**src/rtl/mem_access_unit.sv**
```systemverilog
// mem_access_unit: load/store unit between a pipeline request port and a
// single-ported synchronous RAM. It handles lane placement for stores,
// extraction and extension for loads, and alignment checking. A store that
// hits the MMIO edge word produces a one-cycle strobe alongside the write.
//
// state | meaning
// ------+------------------------------------------------------------
// IDLE  | ready for a request; req_ready high
// ISSUE | address (and store lanes) presented to the RAM
// WAIT  | load only: RAM read data arrives and is captured
// RESP  | one-cycle completion pulse on rsp_valid
module mem_access_unit #(
    parameter logic [31:0] MMIO_ADDR = 32'h00000FFC,
    parameter int          SIZE_W    = 2
) (
    input  logic              clk,
    input  logic              reset,
    input  logic              req_valid,
    output logic              req_ready,
    input  logic              req_we,
    input  logic [SIZE_W-1:0] req_size,
    input  logic              req_unsigned,
    input  logic [31:0]       req_addr,
    input  logic [31:0]       req_wdata,
    output logic              rsp_valid,
    output logic [31:0]       rsp_rdata,
    output logic              rsp_err,
    output logic [31:0]       mem_addr,
    output logic [3:0]        mem_web,
    output logic [31:0]       mem_din,
    input  logic [31:0]       mem_dout,
    output logic              mmio_strobe
);

    localparam logic [1:0] S_IDLE  = 2'd0;
    localparam logic [1:0] S_ISSUE = 2'd1;
    localparam logic [1:0] S_WAIT  = 2'd2;
    localparam logic [1:0] S_RESP  = 2'd3;

    localparam logic [SIZE_W-1:0] SZ_BYTE = SIZE_W'(0);
    localparam logic [SIZE_W-1:0] SZ_HALF = SIZE_W'(1);
    localparam logic [SIZE_W-1:0] SZ_WORD = SIZE_W'(2);

    logic [1:0]        state;
    logic              lat_we;
    logic              lat_unsigned;
    logic [SIZE_W-1:0] lat_size;
    logic [1:0]        lat_addr_lo;

    logic              accept;
    logic              misaligned;
    logic [3:0]        st_web;
    logic [31:0]       st_din;
    logic [31:0]       ld_shifted;
    logic [31:0]       ld_data;

    assign req_ready = (state == S_IDLE) && !reset;
    assign rsp_valid = (state == S_RESP);
    assign accept    = req_valid && req_ready;

    // Alignment check on the incoming request; size 11 is always an error.
    always_comb begin
        misaligned = 1'b0;
        case (req_size)
            SZ_BYTE: misaligned = 1'b0;
            SZ_HALF: misaligned = req_addr[0];
            SZ_WORD: misaligned = |req_addr[1:0];
            default: misaligned = 1'b1;
        endcase
    end

    // Store lane enables and replicated write data for the incoming request.
    always_comb begin
        st_web = 4'b1111;
        st_din = req_wdata;
        case (req_size)
            SZ_BYTE: begin
                st_web = 4'b0001 << req_addr[1:0];
                st_din = {4{req_wdata[7:0]}};
            end
            SZ_HALF: begin
                st_web = 4'b0011 << {req_addr[1], 1'b0};
                st_din = {2{req_wdata[15:0]}};
            end
            default: begin
                st_web = 4'b1111;
                st_din = req_wdata;
            end
        endcase
    end

    // Load lane select and sign/zero extension using the latched request.
    always_comb begin
        ld_shifted = 32'd0;
        ld_data    = mem_dout;
        case (lat_size)
            SZ_BYTE: begin
                ld_shifted = mem_dout >> {lat_addr_lo, 3'b000};
                ld_data    = {{24{ld_shifted[7] & ~lat_unsigned}}, ld_shifted[7:0]};
            end
            SZ_HALF: begin
                ld_shifted = mem_dout >> {lat_addr_lo[1], 4'b0000};
                ld_data    = {{16{ld_shifted[15] & ~lat_unsigned}}, ld_shifted[15:0]};
            end
            default: begin
                ld_shifted = mem_dout;
                ld_data    = mem_dout;
            end
        endcase
    end

    // Sequencer plus registered RAM-side outputs and held response fields.
    always_ff @(posedge clk) begin
        if (reset) begin
            state        <= S_IDLE;
            lat_we       <= 1'b0;
            lat_unsigned <= 1'b0;
            lat_size     <= '0;
            lat_addr_lo  <= 2'b00;
            rsp_rdata    <= 32'd0;
            rsp_err      <= 1'b0;
            mem_addr     <= 32'd0;
            mem_web      <= 4'b0000;
            mem_din      <= 32'd0;
            mmio_strobe  <= 1'b0;
        end else begin
            // Write-side outputs are single-cycle: only live during ISSUE.
            mem_web     <= 4'b0000;
            mem_din     <= 32'd0;
            mmio_strobe <= 1'b0;
            case (state)
                S_IDLE: begin
                    if (accept) begin
                        lat_we       <= req_we;
                        lat_unsigned <= req_unsigned;
                        lat_size     <= req_size;
                        lat_addr_lo  <= req_addr[1:0];
                        if (misaligned) begin
                            state     <= S_RESP;
                            rsp_err   <= 1'b1;
                            rsp_rdata <= 32'd0;
                        end else begin
                            state    <= S_ISSUE;
                            mem_addr <= req_addr;
                            if (req_we) begin
                                mem_web     <= st_web;
                                mem_din     <= st_din;
                                mmio_strobe <= (req_addr[31:2] == MMIO_ADDR[31:2]);
                            end
                        end
                    end
                end
                S_ISSUE: begin
                    if (lat_we) begin
                        state     <= S_RESP;
                        rsp_err   <= 1'b0;
                        rsp_rdata <= 32'd0;
                    end else begin
                        state <= S_WAIT;
                    end
                end
                S_WAIT: begin
                    state     <= S_RESP;
                    rsp_err   <= 1'b0;
                    rsp_rdata <= ld_data;
                end
                default: state <= S_IDLE;
            endcase
        end
    end

endmodule

```
**config.mk**
```make
export PLATFORM = sky130hd
export DESIGN_NAME = mem_access_unit
export DESIGN_NICKNAME = d
export VERILOG_FILES = /design/src/rtl/mem_access_unit.sv
export SDC_FILE = /design/constraint.sdc
export NUM_CORES = 1
export LEC_CHECK = 0
export BUFFER_PORTS_ARGS = -buffer_cell sky130_fd_sc_hd__buf_4
export CAP_MARGIN = 20
export CELL_PAD_IN_SITES_DETAIL_PLACEMENT = 1
export CELL_PAD_IN_SITES_GLOBAL_PLACEMENT = 1
export CORE_ASPECT_RATIO = 1.4
export CORE_MARGIN = 1
export CORE_UTILIZATION = 37
export CTS_CLUSTER_DIAMETER = 60
export CTS_CLUSTER_SIZE = 10
export DETAILED_ROUTE_END_ITERATION = 8
export GPL_TIMING_DRIVEN = 0
export PLACE_DENSITY_LB_ADDON = 0.1
export SYNTH_ARGS = -nofsm -noshare
export SYNTH_HDL_FRONTEND = slang
export SYNTH_SLANG_ARGS = --single-unit
```
**constraint.sdc**
```tcl
create_clock -name clk -period 2.8 [get_ports clk]
set_input_delay 0.14 -clock clk [delete_from_list [all_inputs] [get_ports clk]]
set_output_delay 0.14 -clock clk [all_outputs]
set_load 0.01 [all_outputs]
```
==> metrics.md <==
| Metric | Value |
|---|---|
| Outcome | finished, violations left |
| Violations in the final reports | design-rule violations |
| Cell type of the slowest stage on the worst timing path | sky130_fd_sc_hd__nor4_4 |
| Final core utilization | 0.545 |
| CTS buffer count | 9 |
| Count of hold buffers inserted by post-cts repair | 0 |
| Arrival time of data at the critical path endpoint | about 2.4 ns |
| MaxCap Viol Count | 0 |
| Area of the core region | 12500 um2 |
| Mean Syn Cell Area | between 8 and 9 um2 |
| Cell accounting for the most synthesized area | sky130_fd_sc_hd__dfxtp_1 |
| Post-placement cell count | 892 |
| Synthesis-stage register bit count | 110 |
| Proportion of synthesized chip area in sequential cells | 0.457 |
| N_diodes | 0 |
| Post-DP HPWL | 13.3 mm |
| TritonCTS clock tree | built |
| Most instantiated flip-flop cell in the synthesis netlist | sky130_fd_sc_hd__dfxtp_1 |
| ANT nets after route | 0 |
| Clock Power Share | 0.282 |
| Layout cell share with drive strength beyond 1 | 0.347 |
| Post-Syn Instances | 540 |
| Skew final | 0.00699 ns |
| Post-route clock period utilization | 0.750 |
| Wire length after detailed routing | 16.9 mm |
| Finish-stage setup viols | 0 |
| Number of antenna violations at the first check in global routing | 0 |
| Largest net degree at the start of global routing | 20 |
| Peak supply drop | 310 uV |
| Area of placed instances | 6520 um2 |
| Highest Clock Rate | 476 MHz |
| Number of DRC markers in iteration 0 | about 140 |
| Power density over the cells | 643 nW/um2 |
| Number of levels the H-tree was split into | 3 |
| Buffers added on ports | 202 |
| Family with the most delay on the worst path | simple AND/OR/NAND/NOR gates |
| Synthesized area | 4810 um2 |
| Count of different cell masters after synthesis | 57 |
| Initial Util | 0.385 |
| First-pass detailed-route iteration total | 6 |
| Total of warnings raised by yosys | 0 |
| Area share of the leading cell type in the synthesized netlist | 0.457 |
| Number of nets in the synthesized netlist | around 650 |
| First-pass GRT wire length | 26.0 mm |
| TNS Setup | 0 ns |
| Via density | ~5.3 |
| Number of buffers on the longest clock path | 2 |
| Proportion of power drawn by combinational gates | 0.307 |
| Switching portion of total power | 0.332 |
| CTS clk-pin slew, worst paths | approximately 0.07 ns |
| Internal Pwr Total | 2.92 mW |
| Async set or reset register ratio after synthesis | 0 |
| Final Critical Period | 2.10 ns |
| Number of gates resized after CTS | 0 |
| Clock sink count | 110 |
| Number of vias in the routed layout | 4827 |
| Crit-path max FO | 8 |
| Share of total power in sequential cells | 0.411 |
| Total routing usage reported by global routing | 0.248 |
| Die Width | 98.4 um |
| Non-filler instance count after layout | 908 |
| Vias in the first global route | 5196 |
| DR DRC count | 14 |
| Count of boundary I/O pins | 207 |
| Endpoint kind of the worst setup timing path | register |
| Hold WS | 0.00764 ns |
| Worst-margin pin slew | 0.790 ns |
| Worst skew pair latency | 0.35 ns |
| Hold Path Class | in2reg |
| Switch Pwr | 1.45 mW |
| Total setup buffers inserted after CTS | 0 |
| Die area | roughly 13000 um2 |
| Maximum cell stage delay along the critical path | 0.44 ns |
| Y dimension of the die | 137 um |
| Number of nets at the end of the flow | 861 |
| Total gr overflow | 0 |
| Root Buffer | sky130_fd_sc_hd__clkbuf_16 |
| Placement Rows | 48 |
| Number of endpoints with negative hold slack in the final report | 0 |
| Count of flip-flops with a built-in enable after synthesis | 0 |
| Setup repair after global routing missed its margin | no |
| Post-route cell area | 6800 um2 |
| Number of buffers and inverters on the critical path | 2 |
| Leakage Power | ~3.0 nW |
| Area growth syn-to-layout | 41.3% |
| Average detailed-routed wire length per instance | 18.6 um |
| Area contributors post-synth | sky130_fd_sc_hd__dfxtp_1, sky130_fd_sc_hd__nand2_1, sky130_fd_sc_hd__a21oi_1 |
| Count of final max-slew check failures | 0 |
| Kind of critical path | reg2reg |
| Gpl congestion | between 0.8 and 0.9 |
| Crit path cell chain | inv_1, ha_1, nor2b_4, nor4_4, and2_1, buf_2, a32o_1 |
| Relative slew slack | 0.473 |
| Required time reported for the critical path endpoint | approximately 3.1 ns |
| Startpoint kind of the worst setup timing path | register |
[registers in the layout (all words and copies together), names as in the netlist]
name / cells
lat_addr_lo: 2
mem_addr: 32
state: 2
rsp_rdata: 32
mem_web: 4
mmio_strobe: 1
mem_din: 32
lat_we: 1
lat_size: 2
rsp_err: 1
lat_unsigned: 1
[cells in the mapped netlist (5+ instances only)]
| cell type | instances |
|---|---|
| sky130_fd_sc_hd__a21oi_1 | 59 |
| sky130_fd_sc_hd__a2bb2oi_1 | 7 |
| sky130_fd_sc_hd__a32o_1 | 8 |
| sky130_fd_sc_hd__and2_1 | 9 |
| sky130_fd_sc_hd__buf_2 | 15 |
| sky130_fd_sc_hd__buf_4 | 5 |
| sky130_fd_sc_hd__clkbuf_1 | 15 |
| sky130_fd_sc_hd__dfxtp_1 | 110 |
| sky130_fd_sc_hd__ha_1 | 5 |
| sky130_fd_sc_hd__inv_1 | 7 |
| sky130_fd_sc_hd__mux2_2 | 6 |
| sky130_fd_sc_hd__mux2i_1 | 28 |
| sky130_fd_sc_hd__nand2_1 | 80 |
| sky130_fd_sc_hd__nand2b_1 | 21 |
| sky130_fd_sc_hd__nand4_1 | 9 |
| sky130_fd_sc_hd__nor2_1 | 55 |
| sky130_fd_sc_hd__o21ai_0 | 14 |
| sky130_fd_sc_hd__o221ai_1 | 6 |
| sky130_fd_sc_hd__o22ai_1 | 7 |
| sky130_fd_sc_hd__o2bb2ai_1 | 18 |
[cell type report]
cell class                      instances  area [um2]
Tap cell                              150         188
Timing Repair Buffer                  202        1520
Inverter                                7        26.3
Multi-Input combinational cell        381        2360
Clock inverter                          7        58.8
Clock buffer                            9         225
Buffer                                 42         226
Sequential cell                       110        2200
Fill cell                            1537        5690
[power by group through the flow]
stage | clock network (mW) | logic (mW) | registers (mW)
CTS | 1.27 | 1.36 | 1.80
floorplan | 0 | 0.760 | 1.87
finish | 1.23 | 1.34 | 1.80
detailed placement | 0 | 1.35 | 1.83
global placement | 0 | 1.30 | 1.83
global route | 1.32 | 1.46 | 1.82
[logic make-up after synthesis]
family / after synthesis / share of synthesized area
simple gates: 201 / 0.201
compound gates: 141 / 0.204
flops: 110 / 0.457
buf+inv: 49 / 0.0525
mux: 34 / 0.0722
fa+ha+maj: 5 / 0.0130
[layer usage]
layer / vias to the layer above / GRT usage / part of all wire
met2: 158 / 0.503 / 0.56
met3: 34 / 0.0587 / 0.063
met5: - / 0 / 0
met1: 2314 / 0.235 / 0.35
li1: 2321 / - / -
met4: 0 / 0.106 / 0.030
[cell usage in the layout (no fill, tap or decap), types with 14 or more instances in the layout]
master                        n
sky130_fd_sc_hd__clkbuf_1    15
sky130_fd_sc_hd__nand2_1     80
sky130_fd_sc_hd__o2bb2ai_1   18
sky130_fd_sc_hd__mux2i_1     28
sky130_fd_sc_hd__buf_2       15
sky130_fd_sc_hd__o21ai_0     14
sky130_fd_sc_hd__nor2_1      55
sky130_fd_sc_hd__nand2b_1    21
sky130_fd_sc_hd__buf_4      207
sky130_fd_sc_hd__dfxtp_1    110
sky130_fd_sc_hd__a21oi_1     59
[metrics by stage]
step	total power, mW	setup WS (ns)
after floorplan	2.63	1.00
after global placement	3.13	0.790
after detailed placement	3.18	0.701
after CTS	4.42	0.682
after global routing	4.60	0.536
final	4.37	0.700
[final timing paths]
check,start,end,cells past startpoint,slack [ns]
setup / recovery,state[1]$_SDFFE_PP0P_,rsp_rdata[4]$_SDFFE_PP0P_,7,0.70
hold / removal,req_unsigned,lat_unsigned$_SDFFE_PP0P_,3,0.008
setup reg to reg,state[1]$_SDFFE_PP0P_,rsp_rdata[4]$_SDFFE_PP0P_,7,0.70
hold reg to reg,mem_addr[9]$_SDFFE_PP0P_,mem_addr[9]$_SDFFE_PP0P_,2,0.46
[worst min-delay path, cell delays in order]
cell and delay, ns:
sky130_fd_sc_hd__buf_4 0.09, sky130_fd_sc_hd__nand2_1 0.04, sky130_fd_sc_hd__o21ai_0 0.06
Note: power is estimated with default switching activity, not from simulation.
